$ cat config.mk
export PLATFORM = sky130hd
export DESIGN_NAME = mmio_arbiter
export DESIGN_NICKNAME = d
export VERILOG_FILES = /design/src/rtl/mmio_arbiter.sv
export SDC_FILE = /design/constraint.sdc
export NUM_CORES = 1
export LEC_CHECK = 0
export CORE_AREA = 2 2 121 123
export DETAILED_ROUTE_END_ITERATION = 7
export DIE_AREA = 0 0 123 125
export HOLD_SLACK_MARGIN = 0.08
export PLACE_DENSITY = 0.73
export SLEW_MARGIN = 5
export SYNTH_ARGS = -nofsm -noshare
export SYNTH_HDL_FRONTEND = slang
export SYNTH_SLANG_ARGS = --single-unit
$ cat constraint.sdc
create_clock -name clk -period 1.98 [get_ports clk]
set_input_delay 0.297 -clock clk [delete_from_list [all_inputs] [get_ports clk]]
set_output_delay 0.297 -clock clk [all_outputs]
set_load 0.05 [all_outputs]
$ cat src/rtl/mmio_arbiter.sv
// mmio_arbiter: two-master round-robin arbiter in front of a single MMIO
// slave port. Each transaction runs IDLE -> ISSUE -> RESP. A master can hold
// the grant across transactions (lock) for an atomic read-modify-write. If the
// lock owner stops requesting, the lock is released after LOCK_TIMEOUT idle
// cycles.

`ifndef ADDR_W
`define ADDR_W 32
`endif
`ifndef WORD_W
`define WORD_W 32
`endif
`ifndef MEM_COUNT_W
`define MEM_COUNT_W 3
`endif
`ifndef MEM_CODE_W
`define MEM_CODE_W 2
`endif
`ifndef MEM_COUNT_NONE
`define MEM_COUNT_NONE 3'd0
`endif
`ifndef MEM_COUNT_BYTE
`define MEM_COUNT_BYTE 3'd1
`endif
`ifndef MEM_COUNT_HALF
`define MEM_COUNT_HALF 3'd2
`endif
`ifndef MEM_COUNT_WORD
`define MEM_COUNT_WORD 3'd4
`endif

module mmio_arbiter #(
    parameter int unsigned LOCK_TIMEOUT = 16,
    parameter int unsigned LOCK_CNT_W   = 5
) (
    input  logic                    clk,
    input  logic                    aresetn,
    // master 0
    input  logic                    i_m0_req,
    input  logic [`ADDR_W-1:0]      i_m0_addr,
    input  logic [`WORD_W-1:0]      i_m0_wr_data,
    input  logic                    i_m0_wr_en,
    input  logic [`MEM_COUNT_W-1:0] i_m0_count,
    input  logic                    i_m0_lock,
    output logic                    o_m0_ack,
    output logic [`WORD_W-1:0]      o_m0_rd_data,
    output logic [`MEM_CODE_W-1:0]  o_m0_code,
    // master 1
    input  logic                    i_m1_req,
    input  logic [`ADDR_W-1:0]      i_m1_addr,
    input  logic [`WORD_W-1:0]      i_m1_wr_data,
    input  logic                    i_m1_wr_en,
    input  logic [`MEM_COUNT_W-1:0] i_m1_count,
    input  logic                    i_m1_lock,
    output logic                    o_m1_ack,
    output logic [`WORD_W-1:0]      o_m1_rd_data,
    output logic [`MEM_CODE_W-1:0]  o_m1_code,
    // slave port
    output logic [`ADDR_W-1:0]      o_req_addr,
    output logic [`WORD_W-1:0]      o_req_wr_data,
    output logic                    o_req_wr_en,
    output logic [`MEM_COUNT_W-1:0] o_req_count,
    input  logic [`WORD_W-1:0]      i_res_rd_data,
    input  logic [`MEM_CODE_W-1:0]  i_res_code
);

    typedef enum logic [1:0] {
        ST_IDLE  = 2'd0,
        ST_ISSUE = 2'd1,
        ST_RESP  = 2'd2
    } state_e;

    localparam logic [LOCK_CNT_W-1:0] LOCK_LAST = LOCK_CNT_W'(LOCK_TIMEOUT - 1);
    localparam logic [LOCK_CNT_W-1:0] CNT_ZERO  = {LOCK_CNT_W{1'b0}};
    localparam logic [LOCK_CNT_W-1:0] CNT_ONE   = LOCK_CNT_W'(1);

    state_e                  state_q, state_d;
    logic                    rr_q, rr_d;             // 0: m0 wins a tie, 1: m1 wins
    logic                    gnt_q, gnt_d;           // id of master owning the current transaction
    logic                    lock_q, lock_d;
    logic                    lock_own_q, lock_own_d;
    logic [LOCK_CNT_W-1:0]   lock_cnt_q, lock_cnt_d;
    logic [`ADDR_W-1:0]      req_addr_q, req_addr_d;
    logic [`WORD_W-1:0]      req_wr_data_q, req_wr_data_d;
    logic                    req_wr_en_q, req_wr_en_d;
    logic [`MEM_COUNT_W-1:0] req_count_q, req_count_d;
    logic                    ack0_q, ack0_d;
    logic                    ack1_q, ack1_d;

    logic                    m0_elig_s;
    logic                    m1_elig_s;
    logic                    grant_vld_s;
    logic                    grant_id_s;
    logic                    owner_req_s;

    // Eligibility and round-robin choice; while locked only the owner may win.
    always_comb begin
        m0_elig_s   = i_m0_req & (~lock_q | ~lock_own_q);
        m1_elig_s   = i_m1_req & (~lock_q |  lock_own_q);
        owner_req_s = lock_own_q ? i_m1_req : i_m0_req;
        grant_vld_s = m0_elig_s | m1_elig_s;
        if (m0_elig_s && m1_elig_s) begin
            grant_id_s = rr_q;
        end else if (m1_elig_s) begin
            grant_id_s = 1'b1;
        end else begin
            grant_id_s = 1'b0;
        end
    end

    // Next-state logic for the transaction sequencer, lock and slave request copy.
    always_comb begin
        state_d       = state_q;
        rr_d          = rr_q;
        gnt_d         = gnt_q;
        lock_d        = lock_q;
        lock_own_d    = lock_own_q;
        lock_cnt_d    = lock_cnt_q;
        req_addr_d    = req_addr_q;
        req_wr_data_d = req_wr_data_q;
        req_wr_en_d   = 1'b0;
        req_count_d   = `MEM_COUNT_NONE;
        ack0_d        = 1'b0;
        ack1_d        = 1'b0;
        case (state_q)
            ST_IDLE: begin
                if (grant_vld_s) begin
                    // Capture the winner's request; the slave sees it next cycle.
                    state_d    = ST_ISSUE;
                    gnt_d      = grant_id_s;
                    lock_cnt_d = CNT_ZERO;
                    if (grant_id_s) begin
                        req_addr_d    = i_m1_addr;
                        req_wr_data_d = i_m1_wr_data;
                        req_wr_en_d   = i_m1_wr_en;
                        req_count_d   = i_m1_count;
                    end else begin
                        req_addr_d    = i_m0_addr;
                        req_wr_data_d = i_m0_wr_data;
                        req_wr_en_d   = i_m0_wr_en;
                        req_count_d   = i_m0_count;
                    end
                end else if (lock_q && !owner_req_s) begin
                    // Owner has gone quiet: age the lock and drop it on timeout.
                    if (lock_cnt_q == LOCK_LAST) begin
                        lock_d     = 1'b0;
                        lock_cnt_d = CNT_ZERO;
                    end else begin
                        lock_cnt_d = lock_cnt_q + CNT_ONE;
                    end
                end else begin
                    lock_cnt_d = lock_cnt_q;
                end
            end
            ST_ISSUE: begin
                state_d = ST_RESP;
                ack0_d  = ~gnt_q;
                ack1_d  = gnt_q;
            end
            ST_RESP: begin
                state_d    = ST_IDLE;
                rr_d       = ~gnt_q;
                lock_d     = gnt_q ? i_m1_lock : i_m0_lock;
                lock_own_d = gnt_q;
                lock_cnt_d = CNT_ZERO;
            end
            default: begin
                state_d = ST_IDLE;
            end
        endcase
    end

    // State and request registers; reset aborts any transaction in flight.
    always_ff @(posedge clk or negedge aresetn) begin
        if (!aresetn) begin
            state_q       <= ST_IDLE;
            rr_q          <= 1'b0;
            gnt_q         <= 1'b0;
            lock_q        <= 1'b0;
            lock_own_q    <= 1'b0;
            lock_cnt_q    <= CNT_ZERO;
            req_addr_q    <= {`ADDR_W{1'b0}};
            req_wr_data_q <= {`WORD_W{1'b0}};
            req_wr_en_q   <= 1'b0;
            req_count_q   <= `MEM_COUNT_NONE;
            ack0_q        <= 1'b0;
            ack1_q        <= 1'b0;
        end else begin
            state_q       <= state_d;
            rr_q          <= rr_d;
            gnt_q         <= gnt_d;
            lock_q        <= lock_d;
            lock_own_q    <= lock_own_d;
            lock_cnt_q    <= lock_cnt_d;
            req_addr_q    <= req_addr_d;
            req_wr_data_q <= req_wr_data_d;
            req_wr_en_q   <= req_wr_en_d;
            req_count_q   <= req_count_d;
            ack0_q        <= ack0_d;
            ack1_q        <= ack1_d;
        end
    end

    // Slave port is driven straight from the request registers.
    always_comb begin
        o_req_addr    = req_addr_q;
        o_req_wr_data = req_wr_data_q;
        o_req_wr_en   = req_wr_en_q;
        o_req_count   = req_count_q;
    end

    // Response steering: slave data goes only to the acknowledged master.
    always_comb begin
        o_m0_ack     = ack0_q;
        o_m1_ack     = ack1_q;
        o_m0_rd_data = {`WORD_W{1'b0}};
        o_m0_code    = {`MEM_CODE_W{1'b0}};
        o_m1_rd_data = {`WORD_W{1'b0}};
        o_m1_code    = {`MEM_CODE_W{1'b0}};
        if (ack0_q) begin
            o_m0_rd_data = i_res_rd_data;
            o_m0_code    = i_res_code;
        end else begin
            o_m0_rd_data = {`WORD_W{1'b0}};
            o_m0_code    = {`MEM_CODE_W{1'b0}};
        end
        if (ack1_q) begin
            o_m1_rd_data = i_res_rd_data;
            o_m1_code    = i_res_code;
        end else begin
            o_m1_rd_data = {`WORD_W{1'b0}};
            o_m1_code    = {`MEM_CODE_W{1'b0}};
        end
    end

endmodule

==> After elaboration in Yosys (flattened, before gate mapping) <==
Cells that the tools add are included.
{ "classes": {"add_sub_neg": 1, "reduce_logical": 8, "n_eq_ne": 8, "bitwise": 8, "muxes": 28} }
{ "ops": {"columns": ["operator", "count"], "rows": [
  ["$mux 32", 4],
  ["$mux 5", 3],
  ["$mux 1", 12],
  ["$pmux 5 s2", 1],
  ["$mux 3", 3],
  ["$ne 2x2->1 const B", 4],
  ["$mux 2", 3],
  ["$add 5x1->5 const B", 1],
  ["$eq 5x4->1 const B", 1],
  ["$pmux 2 s2", 1],
  ["$reduce_and 2->1", 2],
  ["$reduce_and 4->1", 1],
  ["$ne 3x3->1 const B", 1],
  ["$not 1->1", 3],
  ["$or 1x1->1", 3],
  ["$and 1x1->1", 2],
  ["$eq 2x1->1 const B", 1],
  ["$eq 2x2->1 const B", 1],
  ["$logic_and 1x1->1", 2],
  ["$logic_not 2->1", 1],
  ["$pmux 1 s2", 1],
  ["$reduce_bool 2->1", 1],
  ["$logic_not 1->1", 1]
]} }
{ "word_totals": {"regBits": 81, "wordCells": 65} }

==> Logic depth before layout (Yosys ltp) <==
Gate-level depths: netlist (run 1).
{ "logic_depth": {"ltp_word": 8, "ltp_mapped": 8} }

==> Worst setup path after synthesis (run 1) <==
Ideal clock, no wire load.
{ "synth_timing": {"path_type": "reg2out", "start": "reg ack1_q, in the netlist o_m1_ack", "end": "out o_m1_code[1]", "slack_ns": 0.311, "n_path_buf": 1, "path_stages_with_launch": 3, "t_required_ns": 1.683, "arrival_time_ns": 1.372, "path_cell_list": "dfrtp_1 clkbuf_1 and2_1"} }
{ "synth_between": {"elab_chain_cells": 1} }
{ "synth_rtl": {"columns": ["item", "line", "rtl"], "rows": [
  ["start, declared", "88", "logic ack1_q, ack1_d;"],
  ["start signal, assigned", "200", "ack1_q <= ack1_d;"],
  ["$mux 2", "227", "if (ack1_q) begin"],
  ["end, declared", "57", "output logic [`MEM_CODE_W-1:0] o_m1_code,"]
]} }
No other way between the ends.

==> Final worst setup path (run 1) <==
{ "layout_timing": {"start": "reg req_addr_q[2], in the netlist o_req_addr[2]", "end": "out o_req_addr[2]"} }
{ "layout_rtl": {"columns": ["item", "line", "rtl"], "rows": [
  ["start, declared", "83", "logic [`ADDR_W-1:0] req_addr_q, req_addr_d;"],
  ["start signal, assigned", "182", "req_addr_q <= {`ADDR_W{1'b0}};"],
  ["start signal, assigned", "195", "req_addr_q <= req_addr_d;"],
  ["end, declared", "59", "output logic [`ADDR_W-1:0] o_req_addr,"]
]} }
No word-level cell between the ends.

==> results of run 1 <==
[kinds of logic (layout without fill, tap and decap cells)]
kind of cell / Yosys count / count (layout) / synth area share, %
AND/OR/NAND/NOR: 162 / 162 / 19.3
AO/OA/AOI/OAI: 81 / 81 / 11.2
flip-flops: 81 / 81 / 47.6
multiplexers: 71 / 71 / 16.8
buffers and inverters: 32 / 356 / 4.84
adder cells (fa/ha/maj): 1 / 1 / 0.294
[flip-flops by register name, indices dropped and copies added, names as in the netlist, 2 cells and up]
signal	flops
o_req_addr	32
o_req_wr_data	32
lock_cnt_q	5
o_req_count	3
state_q	2
[routing by layer]
layer | vias to the layer above | track usage [%] | share of wire (%)
met5 | - | 0 | 0
met4 | 0 | 8.09 | 2.9
met3 | 25 | 6.75 | 10
met2 | 210 | 36.5 | 52
met1 | 1966 | 20.3 | 35
li1 | 2089 | - | -
[worst paths after layout]
check	start	endpoint	cells past startpoint
setup / recovery	o_req_addr[2]	o_req_addr[2]	1
setup reg to reg	lock_q	o_req_addr[29]	5
min in group clk	o_req_wr_data[14]	o_req_wr_data[14]	2
hold reg to reg	o_req_wr_data[14]	o_req_wr_data[14]	2
max in group asynchronous	aresetn	o_req_wr_data[24]	3
hold / removal	aresetn	o_req_wr_data[7]	2
[power breakdown]
part	total (mW)	internal (mW)	switching, mW
logic	9.16	3.61	5.55
registers	2.93	2.43	0.501
clock network	1.80	1.17	0.629
[cells in the mapped netlist (3+ instances only)]
master and instances:
clkbuf_1 8, nand2_1 7, nor2_1 72, mux2i_1 68, nor2b_1 4, dfrtp_1 81
and2_1 69, buf_2 8, o21ai_0 3, a21oi_1 62, a21oi_2 5, buf_4 9
nand2b_1 3
[per-stage QoR]
step	power [mW]	worst slack, ps	area (um^2)	hold slack [ps]	util, %
global placement	12.0	-5.79	8400	287	59.2
floorplan	8.45	311	4260	1.41	-
global route	14.6	111	8740	511	61.6
detailed placement	12.1	-72.0	8400	285	59.2
finish	13.9	152	8740	473	61.6
CTS	14.0	136	8740	464	61.6
[area by class of cell]
| class | instances | area (um^2) | area share (%) |
|---|---|---|---|
| Clock inverter | 5 | 77.6 | 0.887 |
| Multi-Input combinational cell | 315 | 2040 | 23.3 |
| Timing Repair Buffer | 338 | 4110 | 47.0 |
| Inverter | 2 | 8.76 | 0.100 |
| Clock buffer | 11 | 253 | 2.89 |
| Sequential cell | 81 | 2030 | 23.2 |
| Tap cell | 184 | 230 | 2.63 |
==> flow_metrics.tcl, run 1 <==
set metrics [dict create \
    status "complete, no violations" \
    viasPerCell 4.58 \
    syn_nets 605 \
    timing_worst_setup_path_type "flip-flop to output port" \
    worstMarginPinSlew_ps 566 \
    path_delay_family "buffers and inverters" \
    place_congestion 0.838 \
    antenna_left 0 \
    cp-end-kind "output port" \
    startpoint_type "flip-flop" \
    core_area_um2 14200 \
    setup_viol 0 \
    ir_worst_vdd_mv 0.894 \
    gr-usage-all-layers_pct 19.9 \
    n_antenna_cell 0 \
    drc 0 \
    slew_headroom_pct 62.1 \
    rsz0062_at_grt "no" \
    clockBufferDepth 2 \
    fin_crit_ps 1830 \
    synth_area_um2 4260 \
    hold_path_class "input pin to async pin" \
    postCtsResizedCells 0 \
    cts_tree "done" \
    synthCells 428 \
    numCtsBuffers 9 \
    antenna_found_initial 0 \
    grt_pass1_wl_mm 23.7 \
    initial_core_util_pct 30.0 \
    io_pins 314 \
    syn_area_per_cell_um2 9.96 \
    area_growth_pct 105 \
    clock_latency_ps 330 \
    first_global_vias 4502 \
    required_ps 1680 \
    ctsHoldBuffers 1 \
    cp.arrival_ps 1530 \
    wl_mm 15.3 \
    cts_htree_levels 3 \
    port_buffers 313 \
    nFillCells 1140 \
    drt_iter0_drc 108 \
    synthArstFlopShare_pct 100 \
    cts.sinks 81 \
    path_max_fanout 2 \
    fp-row-count 44 \
    post-cts-setup-buffers 0 \
    synth_top_area_cell "dfrtp_1" \
    routedWlPerCell_um 16.4 \
    grt_max_degree 63 \
    dp.cells 919 \
    power_density_nw_per_um2 1590 \
    synth_ff_type "dfrtp_1" \
    slowest_delay_ps 830 \
    die_area_um2 15400 \
    ys_warn_count 0 \
    synth_top_area_share_pct 47.6 \
    drive_above_1_share_pct 16.4 \
    grt-ovfl-total 0 \
    place_hpwl_mm 12.4 \
    critical_path_buf_inv_count 1 \
    synth.distinct_cells 36 \
    layout_common_cells "242 x clkdlybuf4s50_1, 81 x dfrtp_1, 77 x buf_12" \
    synth_seq_cells 81 \
    period_share_pct 92.3 \
    slowest_stage "clkdlybuf4s50_1" \
    final_net_count 924 \
    worstPathCellList "clkdlybuf4s50_1" \
    vias 4290 \
    stdcell_count 936 \
    root_buffer "clkbuf_16" \
    r2r_slack_ps 240 \
    ys_seq_area_share_pct 47.6 \
    final_common_cell "clkdlybuf4s50_1" \
    cellLeakagePower_nw 3.81 \
    cap_violations 0 \
    synthTopCellsByArea "dfrtp_1 48%, mux2i_1 16%, and2_1 10%" \
    finalHoldViolations 0 \
    die_x_um 123 \
    finClkSkew_ps 5.82 \
    max_freq_mhz 547 \
    drtPass1Iterations 4 \
    drv_slew 0 \
    dieHeight_um 125 \
    synth_edf_count 0 \
    fin_setup_tns_ps 0 \
    clkTransAtPathRegs_ps 60 \
]
(Power assumes the default switching activity.)
==> run 2, diff against run 1 <==
Settings changed: CAP_MARGIN set to 15, SKIP_LAST_GASP set to 1.
==> results of run 2 <==
The final DEF is identical to that of run 1; final timing and power are the same.
